`config.mk`:
```
export PLATFORM = sky130hd
export DESIGN_NAME = fetch_aligner
export DESIGN_NICKNAME = d
export VERILOG_FILES = /design/src/rtl/fetch_aligner.sv
export SDC_FILE = /design/constraint.sdc
export NUM_CORES = 1
export LEC_CHECK = 0
export CORE_ASPECT_RATIO = 1.4
export CORE_UTILIZATION = 30
export DETAILED_ROUTE_END_ITERATION = 7
export GPL_ROUTABILITY_DRIVEN = 0
export PLACE_DENSITY = 0.59
export SLEW_MARGIN = 20
export SYNTH_ARGS = -nofsm -noshare
export SYNTH_HDL_FRONTEND = slang
export SYNTH_SLANG_ARGS = --single-unit
```
`constraint.sdc`:
```
create_clock -name clk -period 8.15 [get_ports clk]
set_input_delay 1.63 -clock clk [delete_from_list [all_inputs] [get_ports clk]]
set_output_delay 1.63 -clock clk [all_outputs]
set_load 0.01 [all_outputs]
```
`src/rtl/fetch_aligner.sv`:
```
// fetch_aligner: RV32EC instruction fetch front end.
// Issues word-aligned reads to instruction memory, buffers up to three
// returned halfwords and hands one aligned 16- or 32-bit instruction per
// handshake to the decoder. A redirect flushes the buffer and restarts fetch.
module fetch_aligner #(
   parameter logic [31:0] RESET_PC = 32'h0000_0000
) (
   input  logic        clk,
   input  logic        rst,
   output logic        MemReqValid,
   output logic [31:0] MemReqAddr,
   input  logic        MemReqReady,
   input  logic        MemRspValid,
   input  logic [31:0] MemRspData,
   input  logic        Redirect,
   input  logic [31:0] RedirectAddr,
   output logic        InstValid,
   input  logic        InstReady,
   output logic [31:0] InstData,
   output logic [31:0] InstAddr,
   output logic        InstCompressed
);

   localparam logic [1:0] ST_REQ  = 2'd0;
   localparam logic [1:0] ST_WAIT = 2'd1;
   localparam logic [1:0] ST_HOLD = 2'd2;
   localparam logic [1:0] ST_KILL = 2'd3;

   logic [1:0]  r_state;
   logic [15:0] r_hw [0:2];
   logic [1:0]  r_count;
   logic [31:0] r_instAddr;
   logic [31:0] r_fetchAddr;
   logic        r_skipLow;

   logic        w_isC;
   logic        w_instValid;
   logic        w_consume;
   logic        w_take;
   logic        w_reqFire;
   logic [1:0]  w_used;
   logic [1:0]  w_base;
   logic [1:0]  w_nextCount;
   logic [15:0] w_next [0:2];
   logic [31:0] w_redirPc;
   logic [31:0] w_redirFetch;

   // The oldest halfword decides the instruction length; a 32-bit one
   // needs its upper half present before it can be presented.
   assign w_isC        = r_hw[0][1:0] != 2'b11;
   assign w_instValid  = (r_count != 2'd0) && (w_isC || (r_count >= 2'd2));
   assign w_consume    = w_instValid && InstReady && !Redirect;
   assign w_used       = !w_consume ? 2'd0 : (w_isC ? 2'd1 : 2'd2);
   assign w_take       = MemRspValid && (r_state == ST_WAIT) && !Redirect;
   assign w_reqFire    = (r_state == ST_REQ) && MemReqReady;
   assign w_base       = r_count - w_used;
   assign w_redirPc    = RedirectAddr & 32'hFFFF_FFFE;
   assign w_redirFetch = RedirectAddr & 32'hFFFF_FFFC;

   assign MemReqValid    = (r_state == ST_REQ) && !rst;
   assign MemReqAddr     = r_fetchAddr;
   assign InstValid      = w_instValid;
   assign InstData       = !w_instValid ? 32'h0 :
                           (w_isC ? {16'h0, r_hw[0]} : {r_hw[1], r_hw[0]});
   assign InstAddr       = r_instAddr;
   assign InstCompressed = w_instValid && w_isC;

   // Next buffer contents: shift out consumed halfwords, then append the
   // response halves behind whatever remains (only the upper half when the
   // fetch started mid-word).
   always_comb begin
      w_nextCount = w_base;
      w_next[0]   = 16'h0;
      w_next[1]   = 16'h0;
      w_next[2]   = 16'h0;
      case (w_used)
         2'd0: begin
            w_next[0] = r_hw[0];
            w_next[1] = r_hw[1];
            w_next[2] = r_hw[2];
         end
         2'd1: begin
            w_next[0] = r_hw[1];
            w_next[1] = r_hw[2];
         end
         default: begin
            w_next[0] = r_hw[2];
         end
      endcase
      if (w_take) begin
         if (r_skipLow) begin
            w_nextCount = w_base + 2'd1;
         end else begin
            w_nextCount = w_base + 2'd2;
         end
         for (int i = 0; i < 3; i++) begin
            if (r_skipLow) begin
               if (w_base == 2'(i)) w_next[i] = MemRspData[31:16];
            end else begin
               if (w_base == 2'(i)) w_next[i] = MemRspData[15:0];
               else if ((w_base + 2'd1) == 2'(i)) w_next[i] = MemRspData[31:16];
            end
         end
      end
   end

   // Halfword buffer and fill level; a redirect empties it.
   always_ff @(posedge clk or posedge rst) begin
      if (rst) begin
         for (int i = 0; i < 3; i++) r_hw[i] <= 16'h0;
         r_count <= 2'd0;
      end else begin
         for (int i = 0; i < 3; i++) r_hw[i] <= w_next[i];
         r_count <= Redirect ? 2'd0 : w_nextCount;
      end
   end

   // Instruction address, fetch address and the mid-word start flag.
   always_ff @(posedge clk or posedge rst) begin
      if (rst) begin
         r_instAddr  <= RESET_PC;
         r_fetchAddr <= RESET_PC & 32'hFFFF_FFFC;
         r_skipLow   <= RESET_PC[1];
      end else if (Redirect) begin
         r_instAddr  <= w_redirPc;
         r_fetchAddr <= w_redirFetch;
         r_skipLow   <= w_redirPc[1];
      end else begin
         if (w_consume) r_instAddr <= r_instAddr + (w_isC ? 32'd2 : 32'd4);
         if (w_reqFire) r_fetchAddr <= r_fetchAddr + 32'd4;
         if (w_take) r_skipLow <= 1'b0;
      end
   end

   // Request sequencing with a single outstanding read; KILL swallows the
   // response of a read that was in flight when a redirect hit.
   always_ff @(posedge clk or posedge rst) begin
      if (rst) begin
         r_state <= ST_REQ;
      end else if (Redirect) begin
         case (r_state)
            ST_WAIT, ST_KILL: r_state <= MemRspValid ? ST_REQ : ST_KILL;
            ST_REQ:           r_state <= MemReqReady ? ST_KILL : ST_REQ;
            default:          r_state <= ST_REQ;
         endcase
      end else begin
         case (r_state)
            ST_REQ: begin
               if (MemReqReady) r_state <= ST_WAIT;
            end
            ST_WAIT: begin
               if (MemRspValid) r_state <= (w_nextCount <= 2'd1) ? ST_REQ : ST_HOLD;
            end
            ST_HOLD: begin
               if (w_nextCount <= 2'd1) r_state <= ST_REQ;
            end
            default: begin
               if (MemRspValid) r_state <= ST_REQ;
            end
         endcase
      end
   end

endmodule

```
==> reports/qor.yml, run 1 <==
cells_and_area:
  postLayoutCellArea_mm2: 0.00986
  diodes: 0
  drive_above_1_share_pct: 10.7
  final_common_cell: "clkdlybuf4s50_1"
  final_cell_mix: "clkdlybuf4s50_1 (164), dfrtp_1 (113), nand2_1 (75)"
  syn_to_final_growth_pct: 33.4
  nNetsFinal: 1033
  fill_cells: 2439
sta:
  final_hold_viol_count: 0
  slew_headroom_pct: 28.4
  setup_tns_ns: 0
  slew_viol_final: 0
  clock.fmax_mhz: 193
  setup_viol: 0
  min_period_ns: 5.19
  fin_skew_ns: 0.0105
  post-route-period-util_pct: 63.7
  tightest_slew_ns: 1.06
  rsz0062_at_grt: "no"
routing:
  dr.pass1.iters: 5
  wirelength_um: 25900
  vias_per_cell: 5.61
  num_vias: 7163
  avgRoutedWirePerCell_um: 20.3
  antenna_left: 0
  drc: 0
  drt-initial-drc-count: 583
setup_path:
  endpoint_kind: "register"
  path_class: "primary input to register"
  required_ns: 8.49
  worstPathCellList: "clkdlybuf4s50_1, buf_4, nand2b_1, o21ai_0, xnor2_1, inv_1, ha_1, buf_4, nor2b_2, mux2_2, a32oi_1, o22ai_1"
  cp_slowest_cell: "nor2b_2"
  startpoint_type: "primary input"
  crit_fanout: 26
  cp.arrival_ns: 5.53
  cpMostUsedCell: "buf_4"
  path_buf_inv: 4
  crit_family: "buffers and inverters"
  slowest_delay_ns: 0.74
clock_tree:
  cts_sinks: 114
  root_buffer: "clkbuf_16"
  cts_tree: "done"
  cts_resized: 0
  htree_levels: 4
  cts.clk_slew.worst_paths_ns: 0.05
  postCtsHoldBufs: 0
  clockBufferDepth: 2
  postCtsSetupBuffers: 0
  cts_buffers: 17
  clkLatencyLatePin_ns: 0.43
global_routing:
  grt_max_degree: 84
  grt_pass1_wl_um: 40400
  grt_usage_pct: 20.9
  grt_antenna_before_repair: 0
  gr-total-overflow: 0
  grt_pass1_vias: 6964
floorplanning:
  core_mm2: 0.0241
  num_rows: 67
  die_x_um: 135
  dieArea_mm2: 0.0253
  start_util_pct: 30.7
  num_io_pins: 169
  dieHeight_um: 188
flow_run:
  max_cap_violations: 0
pwr:
  p_leak_nw: 3.84
  p_per_area_mw_per_mm2: 270
  max-vdd-ir-drop_uv: 174
logic_synthesis:
  async_reset_ff_share_pct: 100
  syn_area_mm2: 0.00739
  postSynthAreaPerCell_um2: 8.96
  yosysWarningCount: 0
  synthCells: 825
  synth-main-ff-cell: "dfrtp_1"
  synth_edf_count: 0
  ys_seq_elements: 114
  synth.distinct_cells: 57
  synth-seq-area-share_pct: 38.6
place:
  dp_hpwl_um: 17500
  port_buffers: 164
  dpl_cell_area_mm2: 0.00926
min_path:
  hold_class: "register to register"
status:
  run_status: "finished clean"
## where the power goes
group / leakage, nW / internal (mW) / switching (mW)
Clock: 0.283 / 0.461 / 0.294
Sequential: 1.37 / 0.709 / 0.154
Combinational: 2.19 / 0.459 / 0.582
## metrics by stage
stage,instances,util [%],worst slack [ns],power (mW),hold slack (ns)
finish,1277,41.0,2.96,2.66,0.507
global route,1277,41.0,2.59,2.81,0.523
CTS,1277,41.0,3.02,2.67,0.512
detailed placement,1245,38.5,2.58,1.91,0.493
global placement,1245,38.5,2.62,1.89,0.498
floorplan,827,-,3.50,1.50,0.472
## routing by layer
metal	vias up	track usage [%]	wire, µm
li1	3299	-	-
met1	3523	25.3	10400
met5	-	0	0
met2	303	36.0	13100
met3	38	4.41	1880
met4	0	7.48	525
## flip-flops by register name, indices dropped and copies added, names as in the netlist
signal      count
r_skipLow       1
r_hw           48
InstAddr       31
r_count         2
MemReqAddr     30
r_state         2
## kinds of logic after synthesis
| group | count (synthesis) | synth area share (%) |
|---|---|---|
| compound gates | 236 | 22.2 |
| xor+xnor | 58 | 6.87 |
| fa+ha+maj | 9 | 1.62 |
| buf+inv | 85 | 4.69 |
| flops | 114 | 38.6 |
| mux | 40 | 6.07 |
| other cells | 1 | 0.0507 |
| simple gates | 282 | 19.9 |
## synth_stat cells, drive strengths merged, types with 3 or more instances
cell    instances  share of area, %
a211oi         17               1.8
a21boi         22               2.2
a21o           15               1.5
a21oi          19               1.3
a221oi         15               1.8
a22oi          31               3.1
a31oi          35               3.0
and2            4              0.34
and3           26               2.2
and4            4              0.47
buf            21               1.4
clkbuf         47               2.4
dfrtp         114                39
ha              8               1.4
inv            16              0.81
mux2           39               5.9
nand2          75               3.8
nand2b         13               1.1
nand3          39               2.6
nand4          25               2.1
nor2           38               1.9
nor2b          36               3.0
nor3            9              0.68
nor4            4              0.63
o21a            3              0.30
o21ai          25               1.7
o221ai         15               1.8
o22ai          31               2.6
xnor2          26               3.1
xor2           32               3.8
## worst paths after layout
kind / depth (start not counted) / start / slack [ns] / end
worst max register to register: 12 / r_count[1]$_DFF_PP0_ / 3.81 / r_hw[30]$_DFF_PP0_
worst min-delay path: 1 / r_hw[0]$_DFF_PP0_ / 0.51 / r_hw[0]$_DFF_PP0_
max in group asynchronous: 3 / rst / 5.44 / r_hw[47]$_DFF_PP0_
min in group asynchronous: 2 / rst / 1.63 / InstAddr[1]$_DFFE_PP0N_
worst min register to register: 1 / r_hw[0]$_DFF_PP0_ / 0.51 / r_hw[0]$_DFF_PP0_
worst max-delay path: 12 / Redirect / 2.96 / r_hw[30]$_DFF_PP0_
## area by class of cell
| cell class | instances | area (µm²) | area share, % |
|---|---|---|---|
| Clock buffer | 18 | 439 | 4.45 |
| Clock inverter | 14 | 154 | 1.56 |
| Inverter | 17 | 66.3 | 0.672 |
| Multi-Input combinational cell | 628 | 4230 | 42.9 |
| Sequential cell | 114 | 2850 | 28.9 |
| Tap cell | 310 | 388 | 3.93 |
| Timing Repair Buffer | 176 | 1740 | 17.6 |
Power figures use the tool's default switching activity.
==> inputs of run 2 (changes only) <==
- PLACE_DENSITY: 0.59 -> 0.61
- clock period: 8.15 -> 4.3 ns (I/O delays scaled with it)
==> run 2 against run 1 <==
Power rose by 94%. Sequential power increased by 90%. Via count fell by 0.11%. First-iteration DRC count grew 2.4%. Setup slack worse by 2.2 ns. Global-route usage about the same. Critical path type unchanged. Largest cell class unchanged. Largest power group unchanged.
==> reports/qor.yml, run 2 (same netlist as run 1, synthesis figures left out) <==
global_routing:
  grt_pass1_wl_um: 40400  # about the same
  grt_max_degree: 66  # was 84
  grt_pass1_vias: 6927  # was 6964
  gr-total-overflow: 0  # unchanged
  grt_usage_pct: 20.9  # about the same
  grt_antenna_before_repair: 0  # unchanged
routing:
  wirelength_um: 26100  # was 25900 µm
  antenna_left: 0  # unchanged
  num_vias: 7155  # was 7163
  drc: 0  # unchanged
  dr.pass1.iters: 5  # unchanged
  avgRoutedWirePerCell_um: 20.2  # was 20.3 µm
  drt-initial-drc-count: 597  # was 583
  vias_per_cell: 5.54  # was 5.61
setup_path:
  path_class: "primary input to register"  # unchanged
  required_ns: 4.63  # was 8.49 ns
  worstPathCellList: "clkdlybuf4s50_1, a21bo_2, nor3_1, ha_1, xnor2_1, inv_1, ha_1, nor2b_1, buf_4, a22oi_1, nor2_1, a31oi_1, o22ai_1"  # was clkdlybuf4s50_1, buf_4, nand2b_1, o21ai_0, xnor2_1, inv_1, ha_1, buf_4, nor2b_2, mux2_2, a32oi_1, o22ai_1
  worstReg2RegStart: "r_hw[32]$_DFF_PP0_"  # was r_count[1]$_DFF_PP0_
  startpoint_type: "primary input"  # unchanged
  slowest_delay_ns: 0.76  # was 0.74 ns
  cpMostUsedCell: "ha_1"  # was buf_4
  cp.arrival_ns: 3.87  # was 5.53 ns
  endpoint_kind: "register"  # unchanged
  crit_fanout: 12  # was 26
  startpoint: "InstReady"  # was Redirect
  cp_slowest_cell: "nor2b_1"  # was nor2b_2
clock_tree:
  cts_sinks: 114  # unchanged
  postCtsHoldBufs: 0  # unchanged
  cts_buffers: 17  # unchanged
  postCtsSetupBuffers: 0  # unchanged
  cts_resized: 0  # unchanged
  htree_levels: 4  # unchanged
  cts_tree: "done"  # unchanged
  cts.clk_slew.worst_paths_ns: 0.06  # was 0.05 ns
  clockBufferDepth: 2  # unchanged
  clkLatencyLatePin_ns: 0.42  # was 0.43 ns
  root_buffer: "clkbuf_16"  # unchanged
cells_and_area:
  diodes: 0  # unchanged
  syn_to_final_growth_pct: 35.4  # was 33.4%
  nNetsFinal: 1047  # was 1033
  post-route-util_pct: 41.6  # was 41.0%
  final_cell_mix: "clkdlybuf4s50_1 (164), dfrtp_1 (113), nand2_1 (75)"  # unchanged
  final_common_cell: "clkdlybuf4s50_1"  # unchanged
  regMostFlops: "r_hw"  # unchanged
  drive_above_1_share_pct: 11.4  # was 10.7%
  fill_cells: 2422  # was 2439
  largest_reg_flops: 48  # unchanged
sta:
  tightest_slew_ns: 1.03  # was 1.06 ns
  setup_viol: 0  # unchanged
  min_period_ns: 3.54
  fin_skew_ns: 0.0103  # was 0.0105 ns
  rsz0062_at_grt: "no"  # unchanged
  clock.fmax_mhz: 282
  slew_headroom_pct: 31.5  # was 28.4%
  post-route-period-util_pct: 82.3
  final_hold_viol_count: 0  # unchanged
  setup_tns_ns: 0  # unchanged
  slew_viol_final: 0  # unchanged
floorplanning:
  die_x_um: 135  # unchanged
  dieHeight_um: 188  # unchanged
  core_mm2: 0.0241  # unchanged
  num_rows: 67  # unchanged
  num_io_pins: 169  # unchanged
  dieArea_mm2: 0.0253  # unchanged
  start_util_pct: 30.7  # unchanged
pwr:
  p_per_area_mw_per_mm2: 514  # was 270 mW/mm²
  max-vdd-ir-drop_uv: 326  # was 174 µV
  p_leak_nw: 3.93  # was 3.84 nW
place:
  port_buffers: 164  # unchanged
  dp_hpwl_um: 18200  # was 17500 µm
min_path:
  min_from: "r_hw[2]$_DFF_PP0_"  # was r_hw[0]$_DFF_PP0_
  hold_class: "register to register"  # unchanged
flow_run:
  max_cap_violations: 0  # unchanged
status:
  run_status: "finished clean"  # unchanged
run 2: changes by cell type in the layout (fill, tap and decap cells not counted), moves of 2 or more:
cell	previous run	this run
nor2_2	2	0
nor2b_2	2	0
inv_6	3	0
nor2_1	36	38
buf_4	11	23
nor2b_1	34	36
buf_12	0	3
run 2: cell type report:
type,count,area [µm²],share of cell area [%]
Multi-Input combinational cell,628,4220,42.1
Sequential cell,114,2850,28.5
Timing Repair Buffer,190,1870,18.7
Clock buffer,20,457,4.56
Tap cell,310,388,3.87
Clock inverter,12,158,1.57
Inverter,17,66.3,0.662
run 2: final timing paths:
kind | end | depth (start not counted) | slack (ns)
min | r_hw[2]$_DFF_PP0_ | 1 | 0.51
max in group asynchronous | InstAddr[8]$_DFFE_PP0N_ | 3 | 2.47
min reg2reg | r_hw[2]$_DFF_PP0_ | 1 | 0.51
min in group asynchronous | MemReqAddr[15]$_DFFE_PP0N_ | 2 | 1.03
max | r_hw[20]$_DFF_PP0_ | 13 | 0.76
max reg2reg | r_hw[20]$_DFF_PP0_ | 13 | 0.95
run 2: power by group:
part	leakage, nW	switching (mW)	internal, mW
logic	2.27	1.11	0.916
clock network	0.292	0.538	0.942
registers	1.37	0.298	1.34
run 2: layer usage:
| metal | global-route usage [%] | up-vias | routed length [µm] |
|---|---|---|---|
| met5 | 0 | - | 0 |
| met4 | 6.83 | 0 | 571 |
| met3 | 4.03 | 28 | 1790 |
| met2 | 36.7 | 298 | 13200 |
| met1 | 25.3 | 3500 | 10500 |
| li1 | - | 3329 | - |
run 2: worst max-delay path, delay by kind of cell:
family	cells	cell delay, ns
xor gates and xnor gates	1	0.14
buffers and inverters	3	0.88
and+or+nand+nor	3	1.01
adders and majority gates	2	0.42
AOI/OAI and AO/OA	4	0.54
run 2: per-stage QoR:
step | total power [mW] | hold WS (ns) | cells | area, µm² | worst slack [ns]
finish | 5.15 | 0.509 | 1291 | 10000 | 0.760
global route | 5.44 | 0.530 | 1291 | 10000 | 0.546
CTS | 5.17 | 0.511 | 1291 | 10000 | 0.760
detailed placement | 3.67 | 0.497 | 1259 | 9400 | 0.344
global placement | 3.64 | 0.500 | 1259 | 9400 | 0.359
floorplan | 2.84 | 0.472 | 827 | 7400 | 0.424
==> inputs of run 3 (changes only) <==
- PLACE_DENSITY: 0.61 -> 0.59
- clock period: 4.3 -> 3.3 ns (I/O delays scaled with it)
==> run 3 against run 2 <==
Critical path depth unchanged. First-iteration DRC count down 17%. Core utilization up 1.5 points. Routed wire length up 1.9%. Cell area up 3.5%. Clock power up 43%.
==> reports/qor.yml, run 3 (same netlist as run 1, synthesis figures left out) <==
global_routing:
  gr-total-overflow: 0  # unchanged
  grt_max_degree: 48  # was 66
  grt_pass1_vias: 7211  # was 6927
  grt_antenna_before_repair: 1  # was 0
  grt_usage_pct: 21.3  # was 20.9%
  grt_pass1_wl_um: 40900  # was 40400 µm
pwr:
  max-vdd-ir-drop_uv: 437  # was 326 µV
  p_seq_share_pct: 30.3  # was 31.9%
  p_sw_mw: 2.62  # was 1.95 mW
  comb_power_share_pct: 39.8  # was 39.4%
  power_frac_clock_pct: 29.9  # was 28.7%
  internal_power_mw: 4.43  # was 3.20 mW
  switching_share_pct: 37.2  # was 37.8%
  p_per_area_mw_per_mm2: 680  # was 514 mW/mm²
  p_leak_nw: 4.13  # was 3.93 nW
setup_path:
  path_class: "primary input to register"  # unchanged
  endpoint_kind: "register"  # unchanged
  reg2reg_slack_ns: 0.25  # was 0.95 ns
  startpoint_type: "primary input"  # unchanged
  startpoint: "InstReady"  # unchanged
  crit_fanout: 7  # was 12
  worstReg2RegStart: "r_count[0]$_DFF_PP0_"  # was r_hw[32]$_DFF_PP0_
  required_ns: 3.61  # was 4.63 ns
  r2r.worst_path.cells: 13  # unchanged
  slowest_delay_ns: 0.47  # was 0.76 ns
  cp_slowest_cell: "clkdlybuf4s50_1"  # was nor2b_1
  r2r-end: "r_hw[2]$_DFF_PP0_"  # was r_hw[20]$_DFF_PP0_
  cp.arrival_ns: 3.41  # was 3.87 ns
  worstPathCellList: "clkdlybuf4s50_1, a21bo_2, nor3_1, ha_1, xnor2_2, inv_1, ha_1, buf_4, nor2b_1, buf_4, a221oi_1, o221ai_1, a21o_1"  # was clkdlybuf4s50_1, a21bo_2, nor3_1, ha_1, xnor2_1, inv_1, ha_1, nor2b_1, buf_4, a22oi_1, nor2_1, a31oi_1, o22ai_1
cells_and_area:
  final_common_cell: "clkdlybuf4s50_1"  # unchanged
  regMostFlops: "r_hw"  # unchanged
  syn_to_final_growth_pct: 40.2  # was 35.4%
  drive_above_1_share_pct: 14.4  # was 11.4%
  fill_cells: 2354  # was 2422
  final_cells: 1322  # was 1291
  diodes: 0  # unchanged
  largest_reg_flops: 48  # unchanged
  nNetsFinal: 1078  # was 1047
  postLayoutCellArea_mm2: 0.0104  # was 0.0100 mm²
  final_cell_mix: "clkdlybuf4s50_1 (164), dfrtp_1 (113), nand2_1 (75)"  # unchanged
status:
  run_status: "finished clean"  # unchanged
routing:
  wirelength_um: 26600  # was 26100 µm
  vias_per_cell: 5.52  # was 5.54
  antenna_left: 0  # unchanged
  avgRoutedWirePerCell_um: 20.1  # was 20.2 µm
  drt-initial-drc-count: 494  # was 597
  dr.pass1.iters: 5  # unchanged
  num_vias: 7291  # was 7155
  drc: 0  # unchanged
place:
  dpl_cell_area_mm2: 0.00969  # was 0.00940 mm²
  placedCellCount: 1290  # was 1259
  dp_hpwl_um: 19400  # was 18200 µm
  dp_slack_ns: -0.334  # was 0.344 ns
  port_buffers: 164  # unchanged
floorplanning:
  core_mm2: 0.0241  # unchanged
  start_util_pct: 30.7  # unchanged
  num_rows: 67  # unchanged
  num_io_pins: 169  # unchanged
  dieHeight_um: 188  # unchanged
  dieArea_mm2: 0.0253  # unchanged
  die_x_um: 135  # unchanged
sta:
  fin_skew_ns: 0.0121  # was 0.0103 ns
  post-route-period-util_pct: 93.9
  clock.fmax_mhz: 323
  setup_viol: 0  # unchanged
  setup_slack_ns: 0.201  # was 0.760 ns
  rsz0062_at_grt: "no"  # unchanged
  slew_headroom_pct: 49.8  # was 31.5%
  slew_viol_final: 0  # unchanged
  tightest_slew_ns: 0.753  # was 1.03 ns
  min_period_ns: 3.10
  final_hold_viol_count: 0  # unchanged
min_path:
  worst_hold_path.num_cells: 1  # unchanged
  min_from: "r_hw[8]$_DFF_PP0_"  # was r_hw[2]$_DFF_PP0_
  holdPathEnd: "r_hw[8]$_DFF_PP0_"  # was r_hw[2]$_DFF_PP0_
  hold_class: "register to register"  # unchanged
clock_tree:
  postCtsHoldBufs: 0  # unchanged
  clockBufferDepth: 2  # unchanged
  cts_tree: "done"  # unchanged
  root_buffer: "clkbuf_16"  # unchanged
  postCtsSetupBuffers: 0  # unchanged
  htree_levels: 4  # unchanged
  clkLatencyLatePin_ns: 0.42  # about the same
  cts.clk_slew.worst_paths_ns: 0.06  # about the same
  cts_buffers: 17  # unchanged
  cts_sinks: 114  # unchanged
flow_run:
  max_cap_violations: 0  # unchanged
run 3: changes by cell type in the layout (fill, tap and decap cells not counted), moves of 2 or more:
cell	before	now
buf_4	23	50
buf_12	3	7
inv_6	0	4
bufinv_16	3	5
run 3: critical path, delay by kind of cell:
family / cells / cell delay, ns
xor gates and xnor gates: 1 / 0.13
adders and majority gates: 2 / 0.44
buffers and inverters: 4 / 0.88
and+or+nand+nor: 2 / 0.27
AOI/OAI and AO/OA: 4 / 1.02
run 3: worst max-delay path by stage:
stage | to | slack [ns] | depth (start not counted)
3_3_place_gp | r_hw[28]$_DFF_PP0_ | -0.34 | 13
6_report | r_hw[2]$_DFF_PP0_ | 0.20 | 13
4_1_cts | r_hw[26]$_DFF_PP0_ | 0.08 | 13
2_1_floorplan | r_hw[4]$_DFF_PP0_ | 0.12 | 13
3_5_place_dp | r_hw[26]$_DFF_PP0_ | -0.33 | 13
5_1_grt | r_hw[11]$_DFF_PP0_ | 0.02 | 13
run 3: per-layer routing:
| layer | vias to the layer above | part of all wire [%] | wire length (µm) | GRT usage, % |
|---|---|---|---|---|
| met5 | - | 0.045 | 12 | 0 |
| met4 | 2 | 3.9 | 1040 | 9.85 |
| met3 | 50 | 5.5 | 1460 | 3.89 |
| met2 | 274 | 51 | 13500 | 37.5 |
| met1 | 3571 | 40 | 10600 | 24.5 |
| li1 | 3394 | - | - | - |
run 3: timing repair:
action                                 4_1_cts  5_1_grt
resized for setup                            1        1
setup endpoints to repair                    1       13
endpoints found under the hold margin        0        0
gates cloned                                 0        0
run 3: power groups by stage:
stage / Combinational, mW / Sequential, mW / Clock (mW)
after floorplan: 1.68 / 2.03 / 0
final: 2.81 / 2.14 / 2.11
after global placement: 2.76 / 2.15 / 0
after CTS: 2.81 / 2.14 / 2.14
after global routing: 3.05 / 2.18 / 2.19
after detailed placement: 2.78 / 2.16 / 0
run 3: per-stage QoR:
step / total power [mW] / TNS [ns] / util (%) / hold slack (ns)
finish: 7.05 / 0 / 43.1 / 0.508
global route: 7.42 / 0 / 43.1 / 0.541
CTS: 7.08 / 0 / 43.1 / 0.507
detailed placement: 4.94 / -6.90 / 40.3 / 0.494
global placement: 4.91 / -6.43 / 40.3 / 0.497
floorplan: 3.70 / 0 / - / 0.472
run 3: area by class of cell:
class / count / area [µm²] / share of cell area, %
multi-input combinational: 628 / 4240 / 40.9
sequential: 114 / 2850 / 27.5
inverter: 17 / 67.6 / 0.652
clock inverter: 14 / 224 / 2.16
timing repair buffer: 221 / 2160 / 20.8
tap: 310 / 388 / 3.74
clock buffer: 18 / 439 / 4.24
